`config.mk`:
```
export PLATFORM = sky130hd
export DESIGN_NAME = rv32_wb_stage_unit
export DESIGN_NICKNAME = d
export VERILOG_FILES = /design/src/rtl/rv32_wb_stage_unit.sv
export SDC_FILE = /design/constraint.sdc
export NUM_CORES = 1
export LEC_CHECK = 0
export CAP_MARGIN = 20
export CORE_MARGIN = 2
export CORE_UTILIZATION = 29
export CTS_BUF_LIST = sky130_fd_sc_hd__clkbuf_4 sky130_fd_sc_hd__clkbuf_8
export CTS_CLUSTER_SIZE = 24
export DETAILED_ROUTE_END_ITERATION = 7
export GPL_TIMING_DRIVEN = 0
export HOLD_SLACK_MARGIN = 0.12
export PLACE_DENSITY = 0.64
export REMOVE_ABC_BUFFERS = 1
export SETUP_SLACK_MARGIN = 0.3
export SYNTH_ARGS = -nofsm -noshare
export SYNTH_HDL_FRONTEND = slang
export SYNTH_SLANG_ARGS = --single-unit
```
`constraint.sdc`:
```
create_clock -name clk_in -period 2.3 [get_ports clk_in]
set_input_delay 0.46 -clock clk_in [delete_from_list [all_inputs] [get_ports clk_in]]
set_output_delay 0.46 -clock clk_in [all_outputs]
set_load 0.02 [all_outputs]
```
`src/rtl/rv32_wb_stage_unit.sv`:
```
// rv32_wb_stage_unit: registered RV32 writeback stage.
// Selects one of six writeback sources and registers it together with the
// destination register and write enable. A load whose data has not arrived
// holds the stage in WAIT_LU and stalls upstream. Flush drops the incoming
// instruction and aborts a held load wait. Writes to x0 are suppressed.
// Optional feature macro WB_PERF_EN adds retire and load-wait counters.
module rv32_wb_stage_unit #(
  parameter int XLEN      = 32,
  parameter int SEL_W     = 3,
  parameter int RF_ADDR_W = 5
) (
  input  logic                 clk_in,
  input  logic                 rst_in,
  input  logic                 valid_in,
  input  logic                 flush_in,
  input  logic [SEL_W-1:0]     wb_mux_sel_in,
  input  logic [RF_ADDR_W-1:0] rd_addr_in,
  input  logic                 rf_we_in,
  input  logic [XLEN-1:0]      alu_result_in,
  input  logic [XLEN-1:0]      lu_output_in,
  input  logic                 lu_valid_in,
  input  logic [XLEN-1:0]      imm_in,
  input  logic [XLEN-1:0]      csr_data_in,
  input  logic [XLEN-1:0]      pc_plus_4_in,
  input  logic [XLEN-1:0]      iaddr_out_in,
  output logic [XLEN-1:0]      wb_data_out,
  output logic [RF_ADDR_W-1:0] wb_rd_out,
  output logic                 wb_we_out,
  output logic                 wb_valid_out,
  output logic                 stall_out
`ifdef WB_PERF_EN
  ,
  output logic [31:0]          retire_cnt_out,
  output logic [31:0]          lu_wait_cnt_out
`endif
);

  typedef enum logic {ST_RUN, ST_WAIT_LU} state_t;

  localparam logic [SEL_W-1:0] SEL_ALU   = SEL_W'(0);
  localparam logic [SEL_W-1:0] SEL_LU    = SEL_W'(1);
  localparam logic [SEL_W-1:0] SEL_IMM   = SEL_W'(2);
  localparam logic [SEL_W-1:0] SEL_CSR   = SEL_W'(3);
  localparam logic [SEL_W-1:0] SEL_PC4   = SEL_W'(4);
  localparam logic [SEL_W-1:0] SEL_IADDR = SEL_W'(5);

  state_t                 state_q, state_d;
  logic [RF_ADDR_W-1:0]   hold_rd_q, hold_rd_d;
  logic                   hold_we_q, hold_we_d;
  logic [XLEN-1:0]        data_d;
  logic [RF_ADDR_W-1:0]   rd_d;
  logic                   we_d;
  logic                   valid_d;
  logic [XLEN-1:0]        sel_data;
  logic                   load_miss;

  // Writeback source mux; reserved selects fall back to the ALU result.
  always_comb begin
    unique case (wb_mux_sel_in)
      SEL_LU:    sel_data = lu_output_in;
      SEL_IMM:   sel_data = imm_in;
      SEL_CSR:   sel_data = csr_data_in;
      SEL_PC4:   sel_data = pc_plus_4_in;
      SEL_IADDR: sel_data = iaddr_out_in;
      default:   sel_data = alu_result_in;
    endcase
  end

  // A load is issued in RUN but its data is not ready yet.
  assign load_miss = valid_in && !flush_in && (wb_mux_sel_in == SEL_LU) && !lu_valid_in;

  // State register.
  always_ff @(posedge clk_in) begin
    // NOTE: sequential state uses non-blocking assignments so every register
    // samples pre-edge values regardless of statement order.
    if (rst_in) state_q <= ST_RUN;
    else        state_q <= state_d;
  end

  // Next-state logic; flush always returns to RUN.
  always_comb begin
    state_d = state_q;
    unique case (state_q)
      ST_RUN:     if (load_miss) state_d = ST_WAIT_LU;
      ST_WAIT_LU: if (flush_in || lu_valid_in) state_d = ST_RUN;
      default:    state_d = ST_RUN;
    endcase
  end

  // Output/hold-register next values; data and rd hold when nothing retires.
  always_comb begin
    // NOTE: every signal gets a default first so no path leaves it unassigned
    // and no latch is inferred.
    data_d    = wb_data_out;
    rd_d      = wb_rd_out;
    we_d      = 1'b0;
    valid_d   = 1'b0;
    hold_rd_d = hold_rd_q;
    hold_we_d = hold_we_q;
    if (!flush_in) begin
      unique case (state_q)
        ST_RUN: begin
          if (load_miss) begin
            hold_rd_d = rd_addr_in;
            hold_we_d = rf_we_in;
          end else if (valid_in) begin
            data_d  = sel_data;
            rd_d    = rd_addr_in;
            we_d    = rf_we_in && (rd_addr_in != '0);
            valid_d = 1'b1;
          end
        end
        ST_WAIT_LU: begin
          if (lu_valid_in) begin
            data_d  = lu_output_in;
            rd_d    = hold_rd_q;
            we_d    = hold_we_q && (hold_rd_q != '0);
            valid_d = 1'b1;
          end
        end
        default: ;
      endcase
    end
  end

  // Output and hold registers.
  always_ff @(posedge clk_in) begin
    if (rst_in) begin
      wb_data_out  <= '0;
      wb_rd_out    <= '0;
      wb_we_out    <= 1'b0;
      wb_valid_out <= 1'b0;
      hold_rd_q    <= '0;
      hold_we_q    <= 1'b0;
    end else begin
      wb_data_out  <= data_d;
      wb_rd_out    <= rd_d;
      wb_we_out    <= we_d;
      wb_valid_out <= valid_d;
      hold_rd_q    <= hold_rd_d;
      hold_we_q    <= hold_we_d;
    end
  end

  assign stall_out = (state_q == ST_WAIT_LU);

`ifdef WB_PERF_EN
  // Performance counters; wrap naturally and ignore flush.
  always_ff @(posedge clk_in) begin
    if (rst_in) begin
      retire_cnt_out  <= '0;
      lu_wait_cnt_out <= '0;
    end else begin
      if (valid_d)                 retire_cnt_out  <= retire_cnt_out + 32'd1;
      if (state_q == ST_WAIT_LU)   lu_wait_cnt_out <= lu_wait_cnt_out + 32'd1;
    end
  end
`else
  // Counters are not built in this configuration.
`endif

endmodule

```
==> impl_metrics.ini, run 1 <==
[timing]
worst_clock_skew_ns = 0.00498
final-max-slew-violation-count = 0
report.final.hold_viol_count = 0
period_minus_slack_ns = 1.90
fmax_mhz = 527
timing.final.crit_share_pct = 82.5
setup_repair_after_global_routing_missed_its_margin = true
tightest_pin_transition_ns = 0.610
relSlewSlack_pct = 59.3
postLayoutSetupSlackWorst_ns = 0.403
setup_violations = 0

[drt]
drcViolationCount = 0
firstDrtPassIters = 4
first_iter_violations = 154
routed-via-count = 4649
finalWirelength_mm = 16.5
final_antenna_net_count = 0
routedWlPerCell_um = 19.5
post_drt_via_cell_ratio = 5.49

[logic_synthesis]
syn_area_per_cell_um2 = 9.19
synth_flop_cell = sky130_fd_sc_hd__dfxtp_1
synth_xor_area_share_pct = 0
synth_cell_type_count = 45
syn_area_mm2 = 0.00414
synthMuxAreaShare_pct = 18.8
synth_enable_flop_cells = 0
syn-instance-count = 451
synth_sequential_area_ratio_pct = 22.2
synth-seq-cells = 46
synth_top_family_by_area = compound AO/OA/AOI/OAI gates
postSynth.asyncResetShare_pct = 0
synth.yosys.warnings = 0
synth-simple-area-share_pct = 16.6
synth-compound-area-share_pct = 34.5
synth_adder_area_share_pct = 0

[floorplan]
die_w_um = 124
initial_core_util_pct = 29.7
die-area_mm2 = 0.0153
die-height_um = 124
core_area_mm2 = 0.0139
ios = 246
floorplan.rows = 43

[clock_network]
clock-sinks = 46
tritoncts = done
cts_max_path_buffers = 2
htree_levels = 2
clock-root-buffer = sky130_fd_sc_hd__clkbuf_8
postCtsHoldBufs = 0
clock_latency_ns = 0.31
clk_pin_slew_ns = 0.10
cts_made_buffers = 5

[setup_path]
cp_data_required_time_ns = 2.49
critPathCaptureType = flop
criticalPathCategory = in2reg
crit_fanout = 23
start_kind = input port
cp_data_arrival_time_ns = 2.08

[job]
drv_cap = 0

[pwr]
total_power_consumption_of_the_routed_design_w = 0.00244
power_density_mw_per_mm2 = 353
peakVddDrop_uv = 194
power_leakage_nw = 2.62

[global_route]
via_count_of_the_first_global_routing_pass = 4670
grt_overflow = 0
grt.total_usage_pct = 20.5
first_pass_grt_wire_length_mm = 24.3
antenna_violations_before_repair = 0
grt_start_max_net_pins = 45

[final_layout]
final_util_pct = 49.6
share_of_layout_cells_above_drive_strength_1_pct = 12.7
design.final.nets = 872
area.growth.synth_to_final_pct = 66.8
antenna_cells = 0

[place]
post-place-ws_ns = -1.14
numPortBuffers = 245
dpl.hpwl_mm = 11.7
finalWeightedCongestion = 0.790

[status]
outcome = completed

[worst_hold_path]
hp-class = in2reg
## worst max-delay path: stages
cell and delay (ns):
sky130_fd_sc_hd__clkbuf_4 0.27, sky130_fd_sc_hd__and2_2 0.38, sky130_fd_sc_hd__buf_16 0.21, sky130_fd_sc_hd__a32o_1 0.22, sky130_fd_sc_hd__a2111oi_2 0.40, sky130_fd_sc_hd__o41ai_2 0.11
## per-stage QoR
step / cell area (um2) / TNS [ns] / std cells / hold WS, ns
global route: 6910 / 0 / 847 / 0.476
global placement: 6520 / -150.40 / 822 / 0.458
CTS: 6870 / 0 / 843 / 0.480
finish: 6910 / 0 / 847 / 0.473
floorplan: 3840 / -48.77 / 397 / 0.464
detailed placement: 6690 / -38.36 / 831 / 0.465
## final timing paths
| path | start | end | slack (ns) | cells past startpoint |
|---|---|---|---|---|
| worst max-delay path | wb_mux_sel_in[1] | wb_data_out[12]$_SDFFE_PP0P_ | 0.40 | 6 |
| worst min-delay path | lu_valid_in | stall_out$_SDFF_PP0_ | 0.47 | 2 |
| worst max register to register | stall_out$_SDFF_PP0_ | wb_data_out[7]$_SDFFE_PP0P_ | 0.58 | 6 |
| worst min register to register | wb_data_out[22]$_SDFFE_PP0P_ | wb_data_out[22]$_SDFFE_PP0P_ | 0.48 | 2 |
## power breakdown
part	internal, W	switching [W]	leakage, nW	total, W
Sequential	0.000835	0.0000214	0.376	0.000856
Clock	0.000220	0.000325	0.0447	0.000545
Combinational	0.000599	0.000439	2.20	0.00104
## cells by family (layout without fill, tap and decap cells)
kind of cell | after synthesis | in the layout
mux | 76 | 76
simple gates | 129 | 130
buf+inv | 61 | 275
compound gates | 139 | 140
flops | 46 | 46
## cells in the final DEF (no fill, tap or decap), types with 6 or more instances in the layout
| cell type | synthesis | routed |
|---|---|---|
| sky130_fd_sc_hd__nand3_1 | 26 | 26 |
| sky130_fd_sc_hd__nor2_1 | 39 | 39 |
| sky130_fd_sc_hd__mux2i_1 | 62 | 61 |
| sky130_fd_sc_hd__nor3_1 | 7 | 7 |
| sky130_fd_sc_hd__a2111oi_2 | 11 | 13 |
| sky130_fd_sc_hd__buf_4 | 9 | 6 |
| sky130_fd_sc_hd__mux2_2 | 7 | 7 |
| sky130_fd_sc_hd__a32oi_1 | 7 | 7 |
| sky130_fd_sc_hd__nor2b_1 | 31 | 30 |
| sky130_fd_sc_hd__mux2_1 | 7 | 7 |
| sky130_fd_sc_hd__a32o_1 | 29 | 29 |
| sky130_fd_sc_hd__o2bb2ai_1 | 22 | 22 |
| sky130_fd_sc_hd__a21oi_1 | 9 | 9 |
| sky130_fd_sc_hd__nor4_1 | 11 | 11 |
| sky130_fd_sc_hd__dfxtp_1 | 46 | 45 |
| sky130_fd_sc_hd__clkdlybuf4s50_1 | 0 | 239 |
| sky130_fd_sc_hd__o41ai_2 | 24 | 24 |
| sky130_fd_sc_hd__a22oi_1 | 7 | 7 |
| sky130_fd_sc_hd__o211ai_1 | 7 | 7 |
## layout make-up
| cell class | instances | area, um2 |
|---|---|---|
| Multi-Input combinational cell | 346 | 2960 |
| Sequential cell | 46 | 925 |
| Inverter | 7 | 28.8 |
| Timing Repair Buffer | 260 | 2680 |
| Tap cell | 180 | 225 |
| Clock inverter | 3 | 25.0 |
| Clock buffer | 5 | 68.8 |
| Fill cell | 1302 | 7020 |
## synth_stat cells (6+ instances only)
| cell | instances | area (um2) |
|---|---|---|
| sky130_fd_sc_hd__buf_2 | 18 | 90.1 |
| sky130_fd_sc_hd__buf_6 | 6 | 67.6 |
| sky130_fd_sc_hd__o41ai_2 | 24 | 390 |
| sky130_fd_sc_hd__a32oi_1 | 7 | 61.3 |
| sky130_fd_sc_hd__nor2_1 | 39 | 146 |
| sky130_fd_sc_hd__nor3_1 | 7 | 35.0 |
| sky130_fd_sc_hd__a2111oi_2 | 11 | 165 |
| sky130_fd_sc_hd__o2bb2ai_1 | 22 | 193 |
| sky130_fd_sc_hd__nand3_1 | 26 | 130 |
| sky130_fd_sc_hd__o211ai_1 | 7 | 52.6 |
| sky130_fd_sc_hd__a22oi_1 | 7 | 52.6 |
| sky130_fd_sc_hd__a32o_1 | 29 | 290 |
| sky130_fd_sc_hd__mux2_1 | 7 | 78.8 |
| sky130_fd_sc_hd__nor2b_1 | 31 | 194 |
| sky130_fd_sc_hd__a211oi_1 | 6 | 45.0 |
| sky130_fd_sc_hd__buf_4 | 9 | 67.6 |
| sky130_fd_sc_hd__mux2i_1 | 62 | 621 |
| sky130_fd_sc_hd__a21oi_1 | 9 | 45.0 |
| sky130_fd_sc_hd__nor4_1 | 11 | 68.8 |
| sky130_fd_sc_hd__dfxtp_1 | 46 | 921 |
| sky130_fd_sc_hd__clkbuf_1 | 19 | 71.3 |
| sky130_fd_sc_hd__mux2_2 | 7 | 78.8 |
## flip-flops by register name, summed over array words and instances (netlist names)
name,cells
wb_data_out,32
hold_rd_q,5
wb_rd_out,5
hold_we_q,1
stall_out,1
wb_valid_out,1
wb_we_out,1
## layer usage
| layer | GRT usage [%] | vias up | routed length, um |
|---|---|---|---|
| met3 | 6.27 | 23 | 1620 |
| met4 | 6.25 | 0 | 312 |
| met1 | 22.8 | 2176 | 6470 |
| met2 | 37.4 | 218 | 8100 |
| li1 | - | 2232 | - |
| met5 | 0 | - | 0 |
## what timing repair did
action	4_1_cts	5_1_grt
gates cloned	2	0
buffers inserted	2	4
pin swaps	1	1
endpoints found under the setup margin	44	29
gates resized for setup	23	4
No activity file was read; power rests on OpenSTA's default activity.
==> run 2, diff against run 1 <==
==> constraint.sdc (replaced) <==
create_clock -name clk_in -period 2 [get_ports clk_in]
set_input_delay 0.4 -clock clk_in [delete_from_list [all_inputs] [get_ports clk_in]]
set_output_delay 0.4 -clock clk_in [all_outputs]
set_load 0.02 [all_outputs]
==> run 2 against run 1 <==
  * Die area stayed put
  * First-iteration DRC count is 2.6% higher
  * Sequential share of layout area is 0.55 points lower
  * Clock power is 16% higher
  * Combinational power is 19% higher
  * Global-route usage is 1.2 points higher
  * Non-clock buffer count is 9 higher
  * Routed wire length is 5.0% higher
  * Total power is 17% higher
  * Sequential cell count stayed put
  * Setup slack worse by 0.067 ns
  * Critical endpoint is now wb_data_out[21]
  * Largest cell class unchanged
  * Highest routed layer unchanged
==> impl_metrics.ini, run 2 (synthesis results as in run 1) <==
[final_layout]
layout.cells.most_common = sky130_fd_sc_hd__clkdlybuf4s50_1
area.growth.synth_to_final_pct = 73.9
largest_registers = wb_data_out: 32 flops, hold_rd_q: 5 flops, wb_rd_out: 5 flops
seq_area_um2 = 925
number_of_flip_flops_under_the_largest_register_name = 32
multiInputGateArea_mm2 = 0.00302
final_util_pct = 51.7
fill_cells = 1273
design.final.nets = 881
largest_register = wb_data_out
final_cell_mix = 201 x sky130_fd_sc_hd__clkdlybuf4s50_1, 61 x sky130_fd_sc_hd__mux2i_1, 45 x sky130_fd_sc_hd__dfxtp_1, 39 x sky130_fd_sc_hd__nor2_1, 30 x sky130_fd_sc_hd__nor2b_1
share_of_layout_cells_above_drive_strength_1_pct = 14.5
antenna_cells = 0

[setup_path]
criticalPathCategory = reg2out
list_of_cells_traversed_by_the_critical_path = clkdlybuf4s50_1
cp_data_arrival_time_ns = 1.26
crit_fanout = 2
cp_data_required_time_ns = 1.60
cp_top_family = buffers and inverters
start_kind = flop
critPathCaptureType = primary output
worstPathBufferInverterCount = 1
critical_path.slowest_cell = sky130_fd_sc_hd__clkdlybuf4s50_1
critPathMaxStageDelay_ns = 0.61

[timing]
smallest_hold_slack_ns = 0.471
report.final.hold_viol_count = 0
period_minus_slack_ns = 1.66
fmax_mhz = 601
worst_clock_skew_ns = 0.00413
relSlewSlack_pct = 59.9
setup_violations = 0
setup_repair_after_global_routing_missed_its_margin = false
tightest_pin_transition_ns = 0.601
final-max-slew-violation-count = 0
timing.final.crit_share_pct = 83.2

[floorplan]
ios = 246
die-area_mm2 = 0.0153
core_area_mm2 = 0.0139
floorplan.rows = 43
initial_core_util_pct = 29.7
die_w_um = 124
die-height_um = 124

[global_route]
first_pass_grt_wire_length_mm = 25.3
grt_start_max_net_pins = 41
grt_overflow = 0
antenna_violations_before_repair = 0
grt.total_usage_pct = 21.8
via_count_of_the_first_global_routing_pass = 4761

[drt]
firstDrtPassIters = 4
routed-via-count = 4678
first_iter_violations = 158
final_antenna_net_count = 0
post_drt_via_cell_ratio = 5.46
finalWirelength_mm = 17.3
dr_wl_met3_mm = 1.56
dr_wl_met2_mm = 8.58
drcViolationCount = 0
top_layer = met4
routedWlPerCell_um = 20.3
m1WireLength_mm = 6.83

[clock_network]
tritoncts = done
clock_latency_ns = 0.32
cts_max_path_buffers = 2
cts_made_buffers = 5
clock-root-buffer = sky130_fd_sc_hd__clkbuf_8
clk_pin_slew_ns = 0.10
clock-sinks = 46
htree_levels = 2

[place]
numPortBuffers = 245
finalWeightedCongestion = 0.790
dpl.hpwl_mm = 11.7

[status]
outcome = completed

[pwr]
power_leakage_nw = 3.22
power_density_mw_per_mm2 = 396
peakVddDrop_uv = 223

[job]
drv_cap = 0

[worst_hold_path]
hp-class = reg2reg
run 2: worst paths after layout:
kind | from | end | slack, ns | depth (start not counted)
max | wb_data_out[21]$_SDFFE_PP0P_ | wb_data_out[21] | 0.34 | 1
min | wb_data_out[22]$_SDFFE_PP0P_ | wb_data_out[22]$_SDFFE_PP0P_ | 0.47 | 2
max reg2reg | stall_out$_SDFF_PP0_ | wb_data_out[19]$_SDFFE_PP0P_ | 0.39 | 5
min reg2reg | wb_data_out[22]$_SDFFE_PP0P_ | wb_data_out[22]$_SDFFE_PP0P_ | 0.47 | 2
run 2: layout make-up:
class | instances | share of cell area [%]
Tap cell | 180 | 3.12
Sequential cell | 46 | 12.8
Timing Repair Buffer | 269 | 40.5
Clock inverter | 3 | 0.347
Inverter | 7 | 0.434
Clock buffer | 5 | 0.955
Multi-Input combinational cell | 346 | 41.8
run 2: what timing repair did:
| item | CTS | global route |
|---|---|---|
| setup endpoints to repair | 57 | 58 |
| resized for setup | 47 | 37 |
| cloned | 5 | 0 |
| pin swaps | 1 | 3 |
| buffers inserted | 10 | 2 |
| hold buffers | 0 | 0 |
| hold endpoints to repair | 0 | 0 |
run 2: metal layers:
layer | GRT usage, % | up-vias
li1 | - | 2245
met1 | 24.3 | 2190
met2 | 39.4 | 217
met3 | 6.27 | 26
met4 | 7.03 | 0
met5 | 0 | -
run 2: report_power, final:
part / switching (W) / total [W] / internal, W
clock network: 0.000378 / 0.000631 / 0.000253
logic: 0.000523 / 0.00124 / 0.000717
registers: 0.0000230 / 0.000983 / 0.000960
total: 0.000924 / 0.00285 / 0.00193
run 2: metrics by stage:
stage | TNS, ns | cell area (um2) | cells | power, W | setup WS, ns
after detailed placement | -49.42 | 6690 | 831 | 0.00217 | -1.38
final | 0 | 7210 | 856 | 0.00285 | 0.336
after global placement | -161.68 | 6520 | 822 | 0.00214 | -4.04
after global routing | 0 | 7210 | 856 | 0.00298 | 0.300
after floorplan | -62.12 | 3840 | 397 | 0.00145 | -1.75
after CTS | 0 | 7080 | 854 | 0.00287 | 0.289
